==> src/rtl/sseg_scan_ctrl_if.sv <==
// Connection bundle between the value producer and the seven-segment scan controller.
// The master side supplies data and enables. The slave side drives the display pins and the pending flag.
interface sseg_scan_ctrl_if;
  logic        load;
  logic [31:0] data_in;
  logic [7:0]  dp_in;
  logic [7:0]  en_mask;
  logic        pending;
  logic [7:0]  AN;
  logic [6:0]  sseg;
  logic        DP;

  modport master (
    output load, data_in, dp_in, en_mask,
    input  pending, AN, sseg, DP
  );

  modport slave (
    input  load, data_in, dp_in, en_mask,
    output pending, AN, sseg, DP
  );
endinterface

==> src/rtl/sseg_scan_ctrl.sv <==
// Eight-digit common-anode scan controller. It holds a pending/display register pair and commits on frame boundaries.
// Optional macro LEADING_ZERO_BLANK_EN darkens the digits above the most significant nonzero nibble.
module sseg_scan_ctrl #(
  parameter int REFRESH_DIV  = 100000,
  parameter int BLANK_CYCLES = 2
) (
  input  logic            clk,
  input  logic            reset_n,
  sseg_scan_ctrl_if.slave bus
);
  localparam int CNT_W = $clog2(REFRESH_DIV);
  localparam logic [CNT_W-1:0] CNT_LAST = CNT_W'(REFRESH_DIV - 1);
  localparam logic [CNT_W-1:0] CNT_LIT  = CNT_W'(BLANK_CYCLES);

  logic [CNT_W-1:0] cnt;
  logic [2:0]       idx;
  logic [31:0]      pend_data;
  logic [7:0]       pend_dp;
  logic [31:0]      disp_data;
  logic [7:0]       disp_dp;
  logic             pending_q;
  logic [7:0]       digit_on;

  logic             slot_end;
  logic             frame_end;
  logic             commit;

  logic [7:0]       an_d;
  logic [6:0]       sseg_d;
  logic             dp_d;
  logic [7:0]       an_q;
  logic [6:0]       sseg_q;
  logic             dp_q;

  function automatic logic [6:0] decode(input logic [3:0] nib);
    logic [6:0] seg;
    case (nib)
      4'h0: seg = 7'b1000000;
      4'h1: seg = 7'b1111001;
      4'h2: seg = 7'b0100100;
      4'h3: seg = 7'b0110000;
      4'h4: seg = 7'b0011001;
      4'h5: seg = 7'b0010010;
      4'h6: seg = 7'b0000010;
      4'h7: seg = 7'b1111000;
      4'h8: seg = 7'b0000000;
      4'h9: seg = 7'b0010000;
      4'hA: seg = 7'b0001000;
      4'hB: seg = 7'b0000011;
      4'hC: seg = 7'b1000110;
      4'hD: seg = 7'b0100001;
      4'hE: seg = 7'b0000110;
      default: seg = 7'b0001110;
    endcase
    return seg;
  endfunction

  assign slot_end  = (cnt == CNT_LAST);
  assign frame_end = slot_end && (idx == 3'd7);
  assign commit    = frame_end && pending_q;

  always_ff @(posedge clk or negedge reset_n) begin
    if (!reset_n) begin
      cnt <= '0;
      idx <= '0;
    end else if (slot_end) begin
      cnt <= '0;
      idx <= idx + 3'd1;
    end else begin
      cnt <= cnt + 1'b1;
    end
  end

  // The commit copies the old pending value, so a load in the same cycle survives for the next frame.
  always_ff @(posedge clk or negedge reset_n) begin
    if (!reset_n) begin
      pend_data <= '0;
      pend_dp   <= '0;
      pending_q <= 1'b0;
      disp_data <= '0;
      disp_dp   <= '0;
    end else begin
      if (commit) begin
        disp_data <= pend_data;
        disp_dp   <= pend_dp;
        pending_q <= 1'b0;
      end
      if (bus.load) begin
        pend_data <= bus.data_in;
        pend_dp   <= bus.dp_in;
        pending_q <= 1'b1;
      end
    end
  end

`ifdef LEADING_ZERO_BLANK_EN
  function automatic logic [7:0] keep_digits(input logic [31:0] v);
    logic [7:0] k;
    k[7] = |v[31:28];
    for (int i = 6; i >= 0; i--) begin
      k[i] = k[i+1] | (|v[4*i +: 4]);
    end
    k[0] = 1'b1;
    return k;
  endfunction

  always_ff @(posedge clk or negedge reset_n) begin
    if (!reset_n) begin
      digit_on <= 8'h01;
    end else if (commit) begin
      digit_on <= keep_digits(pend_data);
    end
  end
`else
  assign digit_on = 8'hFF;
`endif

  always_comb begin
    an_d   = 8'hFF;
    sseg_d = 7'h7F;
    dp_d   = 1'b1;
    if ((cnt >= CNT_LIT) && bus.en_mask[idx] && digit_on[idx]) begin
      an_d   = ~(8'b1 << idx);
      sseg_d = decode(disp_data[{idx, 2'b00} +: 4]);
      dp_d   = ~disp_dp[idx];
    end
  end

  // The pins are registered so that AN, sseg and DP switch together and no input reaches them combinationally.
  always_ff @(posedge clk or negedge reset_n) begin
    if (!reset_n) begin
      an_q   <= 8'hFF;
      sseg_q <= 7'h7F;
      dp_q   <= 1'b1;
    end else begin
      an_q   <= an_d;
      sseg_q <= sseg_d;
      dp_q   <= dp_d;
    end
  end

  assign bus.AN      = an_q;
  assign bus.sseg    = sseg_q;
  assign bus.DP      = dp_q;
  assign bus.pending = pending_q;
endmodule

==> src/flat_wrapper.sv <==
// flat-port wrapper written by rule: the top's interface ports become plain ports
module sseg_scan_ctrl_flat 
#(
  parameter int REFRESH_DIV  = 100000,
  parameter int BLANK_CYCLES = 2
)
  (clk, reset_n, bus_load, bus_data_in, bus_dp_in, bus_en_mask, bus_pending, bus_AN, bus_sseg, bus_DP);
  sseg_scan_ctrl_if bus_i ();
  input  logic clk;
  input  logic reset_n;
  input wire logic [$bits(bus_i.load)-1:0] bus_load;
  input wire logic [$bits(bus_i.data_in)-1:0] bus_data_in;
  input wire logic [$bits(bus_i.dp_in)-1:0] bus_dp_in;
  input wire logic [$bits(bus_i.en_mask)-1:0] bus_en_mask;
  output wire logic [$bits(bus_i.pending)-1:0] bus_pending;
  output wire logic [$bits(bus_i.AN)-1:0] bus_AN;
  output wire logic [$bits(bus_i.sseg)-1:0] bus_sseg;
  output wire logic [$bits(bus_i.DP)-1:0] bus_DP;
  assign bus_i.load = bus_load;
  assign bus_i.data_in = bus_data_in;
  assign bus_i.dp_in = bus_dp_in;
  assign bus_i.en_mask = bus_en_mask;
  assign bus_pending = bus_i.pending;
  assign bus_AN = bus_i.AN;
  assign bus_sseg = bus_i.sseg;
  assign bus_DP = bus_i.DP;
  sseg_scan_ctrl #(.REFRESH_DIV(REFRESH_DIV), .BLANK_CYCLES(BLANK_CYCLES)) u_core (.clk(clk), .reset_n(reset_n), .bus(bus_i));
endmodule
==> config.mk <==
export PLATFORM = sky130hd
export DESIGN_NAME = sseg_scan_ctrl_flat
export DESIGN_NICKNAME = d
export VERILOG_FILES = /design/src/rtl/sseg_scan_ctrl_if.sv /design/src/rtl/sseg_scan_ctrl.sv /design/src/flat_wrapper.sv
export SDC_FILE = /design/constraint.sdc
export NUM_CORES = 1
export LEC_CHECK = 0
export CAP_MARGIN = 20
export CORE_ASPECT_RATIO = 2
export CORE_MARGIN = 4
export CORE_UTILIZATION = 45
export CTS_BUF_LIST = sky130_fd_sc_hd__clkbuf_8
export CTS_CLUSTER_DIAMETER = 60
export DETAILED_ROUTE_END_ITERATION = 8
export PLACE_DENSITY = 0.72
export SLEW_MARGIN = 25
export SYNTH_ARGS = -nofsm -noshare
export SYNTH_HDL_FRONTEND = slang
export SYNTH_SLANG_ARGS = --single-unit
==> constraint.sdc <==
create_clock -name clk -period 2.8 [get_ports clk]
set_input_delay 0.56 -clock clk [delete_from_list [all_inputs] [get_ports clk]]
set_output_delay 0.56 -clock clk [all_outputs]
set_load 0.05 [all_outputs]
* Word level (Yosys, flattened, before mapping)
Memory sizes are Yosys's and may differ from the RTL's. Index checks and enable logic that the tools add are counted.
Storage, ports and cells: memories kept 2, bits of input ports 51, output and inout bits 17, memory bits (read-only) 120, register bits 117
Operators by class: shift-type cells 2, eq/ne operators 2, multiplexer cells 11, magnitude comparators 2, reduce and logical (&&, ||, !) cells 5, bitwise gates (word level) 2, $add $sub $neg 2
Memory list:
- (no name shown) | words 16, bits a word 7, rd ports 1, clocked after memory_dff 0, write ports 0, line sseg_scan_ctrl.sv:37 | case (nib)
- (no name shown) | words 8, bits a word 1, rd ports 1, clocked after memory_dff 0, write ports 0, line sseg_scan_ctrl.sv:122 | if ((cnt >= CNT_LIT) && bus.en_mask[idx] && digit_on[idx]) begin
Operators with widths (number):
- 32-bit by 6-bit variable part select with 4-bit output | 1
- 17-bit by 1-bit adder with 17-bit output (second input constant) | 1
- 17-bit == test (second input constant) | 1
- 17-bit by 2-bit >= comparator with 1-bit output (second input constant) | 1
- 17-bit 2-to-1 mux | 1
- 8-bit 2-to-1 mux | 1
- 8-bit inverter | 1
- 1-bit by 3-bit << shifter with 8-bit output (first input constant) | 1
- 7-bit 2-to-1 mux | 1
- 1-bit binary-select mux with 3-bit select | 2
- 1-bit 2-to-1 mux | 6
- 1-bit logical AND | 4
- 3-bit by 4-bit less-than comparator with 1-bit output (second input constant) | 1
- 3-bit by 1-bit adder with 3-bit output (second input constant) | 1
- 3-bit == test (second input constant) | 1
- 2-bit nonzero test | 1
- 1-bit inverter | 1

* Logic depth before layout (Yosys ltp)
Gate-level depths: netlist of run 1.
depth in word-level cells 5, mapped depth 9, mapped depth without buffers 8

* Least setup slack after synthesis of run 1
No wires, ideal clock.
path kind register -> register, from register u_core.idx[0], to register u_core.sseg_q[3], in the netlist u_core.bus.sseg[3], required time 2.728 ns, slack 0.568 ns, arrival time 2.160 ns, stages on the path, launching flop included 8, period minus slack after synthesis 2.232 ns, path through dfrtp_1 -> buf_6 -> mux4_2 -> mux2_2 -> inv_1 -> ha_1 -> o211a_1 -> o21ai_1
Between the ends: cells in the longest elaborated chain, start to end 5, elaborated cells on any way between the ends 9, classes of those cells shift: 1; mux: 4; reduce/logical: 2; memory: 2
RTL lines:
- start, declared | line sseg_scan_ctrl.sv:16 | logic [2:0] idx;
- start signal, assigned | line sseg_scan_ctrl.sv:68 | idx <= idx + 3'd1;
- parallel branches: the longest is 4 deep, another holds memory 16 x 7 bit
- 7-bit 2-to-1 mux (*) | line sseg_scan_ctrl.sv:122
- net u_core.sseg_d[3] | line sseg_scan_ctrl.sv:29 | logic [6:0] sseg_d;
- end signal, assigned | line sseg_scan_ctrl.sv:137 | sseg_q <= sseg_d;
- end, declared | line sseg_scan_ctrl.sv:32 | logic [6:0] sseg_q;
Mark *: on every way through the listed nets, which the timed path passes. The select of a mux whose other input is x is not followed. A chain may end at the register's enable or synchronous reset.

* Worst setup path after layout of run 1
Same ends and word-level chain as after synthesis.

==> results.py, run 1 <==
metrics = {
    "cells_and_area": {
        "layout_common_cells": "dfrtp_1, clkdlybuf4s50_1, mux2_2",
        "layout_commonest_cell": "dfrtp_1",
        "n_antenna_cell": 0,
        "syn_to_final_growth_pct": 24.3,
        "drive_above_1_share": 0.347,
        "final_area_mm2": 0.00653,
        "final-instance-count-excl-fill": 591,
        "nets": 501,
        "fin_util": 0.575,
    },
    "sta": {
        "drv_slew": 0,
        "period_needed_ns": 2.39,
        "setup-tns-final_ns": 0,
        "hold_viol_final": 0,
        "finalCritPeriodShare": 0.855,
        "slew_headroom": 0.396,
        "clock_skew_ns": 0.00962,
        "rsz0062_at_grt": "no",
        "setup_viol_count_final": 0,
        "worstMarginPinSlew_ns": 0.905,
        "fmax_mhz": 418,
        "setup_ws_ns": 0.406,
    },
    "cts": {
        "clkTransAtPathRegs_ns": 0.06,
        "cts_root_buffer": "clkbuf_8",
        "cts-htree-levels": 4,
        "clock_latency_ns": 0.42,
        "cts_num_sinks": 117,
        "cts_setup_buffers": 0,
        "holdBufCountCts": 1,
        "clockBufferDepth": 2,
        "tritoncts": "yes",
        "cts.repair.resized": 0,
        "cts_buffers": 17,
    },
    "global_route": {
        "antenna_found_initial": 0,
        "grt_pass1_wl_um": 16700,
        "globalRoute.totalOverflow": 0,
        "grt_usage": 0.157,
        "grt_pass1_vias": 3413,
        "grt_max_degree": 52,
    },
    "yosys": {
        "ys_seq_elements": 117,
        "postSynthAreaPerCell_um2": 14.7,
        "synth_edf_count": 0,
        "synth.distinct_cells": 38,
        "synthFlopType": "dfrtp_1",
        "ys_async_sr_fraction": 1.00,
        "synth_top_area_frac": 0.481,
        "synth_top_cell_by_area": "dfrtp_1",
        "ys_warn_count": 0,
        "seq_area_frac_synth": 0.561,
        "synth.cell_area_mm2": 0.00526,
        "syn_inst": 358,
        "synth_fp_nets": 423,
        "synthTopCellsByArea": "dfrtp_1, mux2_4, mux2_2",
    },
    "critical_path": {
        "worstSetupEndpointType": "flop",
        "crit_end": "u_core.bus.sseg[3]$_DFF_PN1_",
        "timing.critical_path.from": "u_core.idx[0]$_DFFE_PN0N_",
        "worstSetupStartpointType": "flop",
        "rr_endpoint": "u_core.bus.sseg[3]$_DFF_PN1_",
        "worst-r2r-setup-slack_ns": 0.41,
        "r2r_start": "u_core.idx[0]$_DFFE_PN0N_",
        "cp.arrival_ns": 2.74,
        "rr_worst_depth": 7,
        "path_max_fanout": 14,
        "cp_data_required_time_ns": 3.14,
        "path_class": "flop to flop",
    },
    "route": {
        "antenna_left": 0,
        "drc_errors": 0,
        "vias_per_cell": 5.19,
        "drt-wirelength-per-cell_um": 16.6,
        "vias": 3067,
        "finalWirelength_um": 9800,
        "drt-pass1-iter-count": 5,
        "drt_iter0_markers": 58,
    },
    "pwr": {
        "sequentialPowerShare": 0.476,
        "combPwrFrac": 0.060,
        "power_density_mw_per_mm2": 577,
        "p_sw_mw": 0.762,
        "p_sw_frac": 0.202,
        "internal_power_mw": 3.01,
        "ir_worst_vdd_uv": 593,
        "power_leakage_nw": 3.03,
        "power_frac_clock": 0.464,
    },
    "placement": {
        "gp_congestion": 0.834,
        "io_buffers": 67,
        "dpl_cell_area_mm2": 0.00606,
        "pre_cts_slack_ns": 0.391,
        "post-dp-hpwl_um": 7120,
        "dpl.cell_count": 558,
    },
    "floorplanning": {
        "die_y_um": 161,
        "rows": 55,
        "dieArea_mm2": 0.0136,
        "coreArea_mm2": 0.0114,
        "initial_utilization": 0.463,
        "pin_count": 68,
        "die_w_um": 84.4,
    },
    "worst_hold_path": {
        "hold_class": "flop to flop",
    },
    "run_status": {
        "status": "finished clean",
    },
    "flow_run": {
        "maxCapViolCount": 0,
    },
}
## cells by family (layout without fill, tap and decap cells)
family / after synthesis / count (layout) / synth area share
AO/OA/AOI/OAI: 16 / 16 / 0.0202
buffers and inverters: 25 / 116 / 0.0264
AND/OR/NAND/NOR: 71 / 71 / 0.0667
multiplexers: 100 / 100 / 0.267
flip-flops: 117 / 117 / 0.561
XOR/XNOR: 15 / 15 / 0.0250
adder cells (fa/ha/maj): 14 / 14 / 0.0333
## final cells by class
| class | count | area [µm²] |
|---|---|---|
| Clock inverter | 12 | 183 |
| Inverter | 7 | 26.3 |
| Sequential cell | 117 | 2950 |
| Tap cell | 142 | 178 |
| Timing Repair Buffer | 77 | 753 |
| Fill cell | 962 | 4820 |
| Multi-Input combinational cell | 216 | 2170 |
| Clock buffer | 20 | 275 |
## synth_stat cells (2+ instances only)
| master | number |
|---|---|
| a21oi_1 | 3 |
| and3_1 | 4 |
| buf_1 | 3 |
| buf_2 | 3 |
| buf_6 | 5 |
| clkbuf_1 | 6 |
| dfrtp_1 | 101 |
| dfstp_2 | 16 |
| ha_1 | 14 |
| inv_1 | 6 |
| mux2_2 | 43 |
| mux2_4 | 40 |
| mux2i_1 | 5 |
| mux4_2 | 12 |
| nand2_1 | 23 |
| nand3_1 | 11 |
| nand4_1 | 5 |
| nor2_1 | 16 |
| nor3_1 | 2 |
| nor4_1 | 3 |
| o211ai_1 | 2 |
| o21ai_0 | 2 |
| o21ai_1 | 2 |
| o221ai_1 | 3 |
| o22ai_1 | 2 |
| xnor2_1 | 8 |
| xor2_1 | 7 |
## power groups by stage
stage / combinational (mW) / clock (mW) / sequential [mW]
after floorplan: 0.0805 / 0 / 1.83
after global placement: 0.223 / 0 / 1.82
after detailed placement: 0.229 / 0 / 1.83
after CTS: 0.231 / 1.79 / 1.80
after global routing: 0.245 / 1.87 / 1.80
final: 0.225 / 1.75 / 1.80
## layer usage
layer | track usage | share of wire | vias to the layer above
met2 | 0.287 | 0.56 | 80
met3 | 0.0426 | 0.038 | 17
met1 | 0.165 | 0.37 | 1546
met4 | 0.0692 | 0.025 | 0
met5 | 0 | 0 | -
li1 | - | - | 1424
## metrics by stage
| stage | hold WS (ns) | power, mW |
|---|---|---|
| 2_1_floorplan | 0.264 | 1.91 |
| 3_3_place_gp | 0.419 | 2.05 |
| 3_5_place_dp | 0.416 | 2.06 |
| 4_1_cts | 0.503 | 3.81 |
| 5_1_grt | 0.517 | 3.92 |
| 6_report | 0.496 | 3.77 |
## sequential cells by signal (all words and copies together), names as in the netlist
signal,flops
u_core.disp_data,32
u_core.bus.DP,1
u_core.bus.pending,1
u_core.pend_data,32
u_core.bus.AN,8
u_core.disp_dp,8
u_core.pend_dp,8
u_core.idx,3
u_core.bus.sseg,7
u_core.cnt,17
## critical path, cell delays in order, from the launching register on
cell     delay, ns
dfrtp_1       0.35
buf_4         0.30
mux4_2        0.54
mux2_2        0.33
inv_1         0.14
ha_1          0.27
o211a_1       0.23
o21ai_1       0.15
## how the worst min path moves through the flow
| stage | from | endpoint | slack [ns] | cells after the start |
|---|---|---|---|---|
| after floorplan | reset_n | u_core.bus.pending$_DFFE_PN0P_ | 0.26 | 0 |
| after global placement | reset_n | u_core.cnt[5]$_DFF_PN0_ | 0.42 | 1 |
| after detailed placement | reset_n | u_core.cnt[5]$_DFF_PN0_ | 0.42 | 1 |
| after CTS | u_core.cnt[14]$_DFF_PN0_ | u_core.cnt[14]$_DFF_PN0_ | 0.50 | 1 |
| after global routing | reset_n | u_core.disp_dp[4]$_DFFE_PN0P_ | 0.52 | 2 |
| final | u_core.cnt[14]$_DFF_PN0_ | u_core.cnt[14]$_DFF_PN0_ | 0.50 | 1 |
Power figures use the tool's default switching activity.
==> run 2, diff against run 1 <==
- CORE_UTILIZATION: 45 -> 25
- PLACE_DENSITY: 0.72 -> 0.47
==> run 2 against run 1 <==
  * Fmax shrank 1.7%
  * Sequential cell count unchanged
  * Wire length is 14% higher
  * Setup slack lost 0.041 ns
  * Clock-buffer cell count decreased by 3
  * Core utilization down 25 points
  * Sequential power is essentially flat
  * Sequential share of layout area shrank 1.1 points
  * Via count fell by 0.62%
==> results.py, run 2 (synthesis results as in run 1) <==
metrics = {
    "run_status": {
        "status": "finished clean",
    },
    "critical_path": {
        "cp.arrival_ns": 2.80,
        "worstSetupEndpointType": "flop",
        "path_class": "flop to flop",
        "timing.critical_path.from": "u_core.idx[1]$_DFFE_PN0N_",
        "rr_worst_depth": 7,
        "worst-r2r-setup-slack_ns": 0.36,
        "rr_endpoint": "u_core.bus.sseg[3]$_DFF_PN1_",
        "crit_end": "u_core.bus.sseg[3]$_DFF_PN1_",
        "path_max_fanout": 10,
        "cp_data_required_time_ns": 3.16,
        "r2r_start": "u_core.idx[1]$_DFFE_PN0N_",
        "worstSetupStartpointType": "flop",
    },
    "cells_and_area": {
        "syn_to_final_growth_pct": 27.3,
        "fill_cells": 2055,
        "layout_commonest_cell": "dfrtp_1",
        "nets": 500,
        "fin_util": 0.325,
        "final_area_mm2": 0.00669,
        "n_antenna_cell": 0,
        "drive_above_1_share": 0.349,
        "reg_top3": "u_core.disp_data (32), u_core.pend_data (32), u_core.cnt (17)",
        "layout_common_cells": "dfrtp_1, clkdlybuf4s50_1, mux2_2",
    },
    "floorplanning": {
        "die_w_um": 111,
        "initial_utilization": 0.256,
        "coreArea_mm2": 0.0206,
        "die_y_um": 213,
        "dieArea_mm2": 0.0235,
        "rows": 74,
        "pin_count": 68,
    },
    "global_route": {
        "grt_pass1_wl_um": 18500,
        "grt-busiest-layer": "met2",
        "grt_max_degree": 48,
        "use_met3": 0.0337,
        "antenna_found_initial": 0,
        "grt_usage": 0.101,
        "globalRoute.totalOverflow": 0,
        "grt_pass1_vias": 3406,
        "use_met1": 0.110,
        "use_met2": 0.181,
    },
    "route": {
        "drt-wirelength-per-cell_um": 15.7,
        "finalWirelength_um": 11200,
        "antenna_left": 0,
        "vias_per_cell": 4.27,
        "vias": 3048,
        "drt_iter0_markers": 137,
        "drt-pass1-iter-count": 4,
        "drc_errors": 0,
    },
    "sta": {
        "finalCritPeriodShare": 0.870,
        "setup-tns-final_ns": 0,
        "clock_skew_ns": 0.0164,
        "hold_viol_final": 0,
        "setup_viol_count_final": 0,
        "worstMarginPinSlew_ns": 0.790,
        "drv_slew": 0,
        "fmax_mhz": 411,
        "rsz0062_at_grt": "no",
        "slew_headroom": 0.471,
        "period_needed_ns": 2.44,
        "setup_ws_ns": 0.365,
    },
    "cts": {
        "cts_setup_buffers": 0,
        "cts_num_sinks": 117,
        "clock_latency_ns": 0.44,
        "cts_buffers": 17,
        "cts.repair.resized": 0,
        "cts_root_buffer": "clkbuf_8",
        "tritoncts": "yes",
        "clkTransAtPathRegs_ns": 0.08,
        "clockBufferDepth": 2,
        "cts-htree-levels": 4,
        "holdBufCountCts": 0,
    },
    "worst_hold_path": {
        "hold_class": "input port to asynchronous set/reset pin",
    },
    "placement": {
        "gp_congestion": 0.721,
        "post-dp-hpwl_um": 7960,
        "dpl_cell_area_mm2": 0.00624,
        "io_buffers": 67,
        "pre_cts_slack_ns": 0.364,
    },
    "pwr": {
        "power_density_mw_per_mm2": 564,
        "ir_worst_vdd_uv": 238,
        "p_sw_frac": 0.221,
        "p_sw_mw": 0.834,
        "internal_power_mw": 2.94,
        "power_leakage_nw": 3.01,
        "combPwrFrac": 0.060,
        "power_frac_clock": 0.463,
        "sequentialPowerShare": 0.477,
    },
    "flow_run": {
        "maxCapViolCount": 0,
    },
}
-- run 2: changes by cell type in the layout (fill, tap and decap cells not counted) --
| cell | delta |
|---|---|
| clkinvlp_4 | +4 |
| dlygate4sd3_1 | -1 |
| clkbuf_8 | -3 |
| clkinv_4 | +2 |
| buf_12 | +2 |
| inv_1 | -1 |
| clkinv_2 | -3 |
| buf_4 | -2 |
-- run 2: metal layers --
layer / vias up / routed length, µm
met1: 1545 / 4400
met4: 0 / 180
li1: 1425 / -
met5: - / 0
met3: 12 / 469
met2: 66 / 6130
-- run 2: through the flow --
step / instances / hold WS [ns] / power, mW
3_5_place_dp: 682 / 0.487 / 2.07
2_1_floorplan: 358 / 0.264 / 1.91
5_1_grt: 713 / 0.159 / 3.95
3_3_place_gp: 682 / 0.476 / 2.06
4_1_cts: 713 / 0.142 / 3.86
6_report: 713 / 0.150 / 3.77
-- run 2: worst max-delay path, stage by stage, from the launching register on --
cell	delay, ns
dfrtp_1	0.68
buf_4	0.26
mux4_2	0.30
mux2_2	0.33
inv_1	0.15
ha_1	0.27
o211a_1	0.23
o21ai_1	0.14
-- run 2: worst min path at each step --
stage,start,endpoint,slack (ns),cells past startpoint
5_1_grt,reset_n,u_core.cnt[13]$_DFF_PN0_,0.16,1
3_3_place_gp,u_core.cnt[14]$_DFF_PN0_,u_core.cnt[14]$_DFF_PN0_,0.48,1
4_1_cts,reset_n,u_core.cnt[15]$_DFF_PN0_,0.14,1
6_report,reset_n,u_core.cnt[13]$_DFF_PN0_,0.15,1
3_5_place_dp,u_core.cnt[14]$_DFF_PN0_,u_core.cnt[14]$_DFF_PN0_,0.49,1
2_1_floorplan,reset_n,u_core.bus.pending$_DFFE_PN0P_,0.26,0
-- run 2: power by group through the flow --
stage               clock network [mW]  logic (mW)  registers [mW]
floorplan                            0      0.0805            1.83
global placement                     0       0.229            1.83
detailed placement                   0       0.233            1.83
CTS                               1.82       0.233            1.80
global route                      1.89       0.247            1.81
finish                            1.75       0.226            1.80
-- run 2: final cells by class --
type	instances	area (µm²)	share of cell area
Clock buffer	17	234	0.0350
Clock inverter	14	211	0.0316
Inverter	7	26.3	0.00393
Multi-Input combinational cell	216	2170	0.324
Sequential cell	117	2950	0.441
Tap cell	266	333	0.0498
Timing Repair Buffer	76	768	0.115
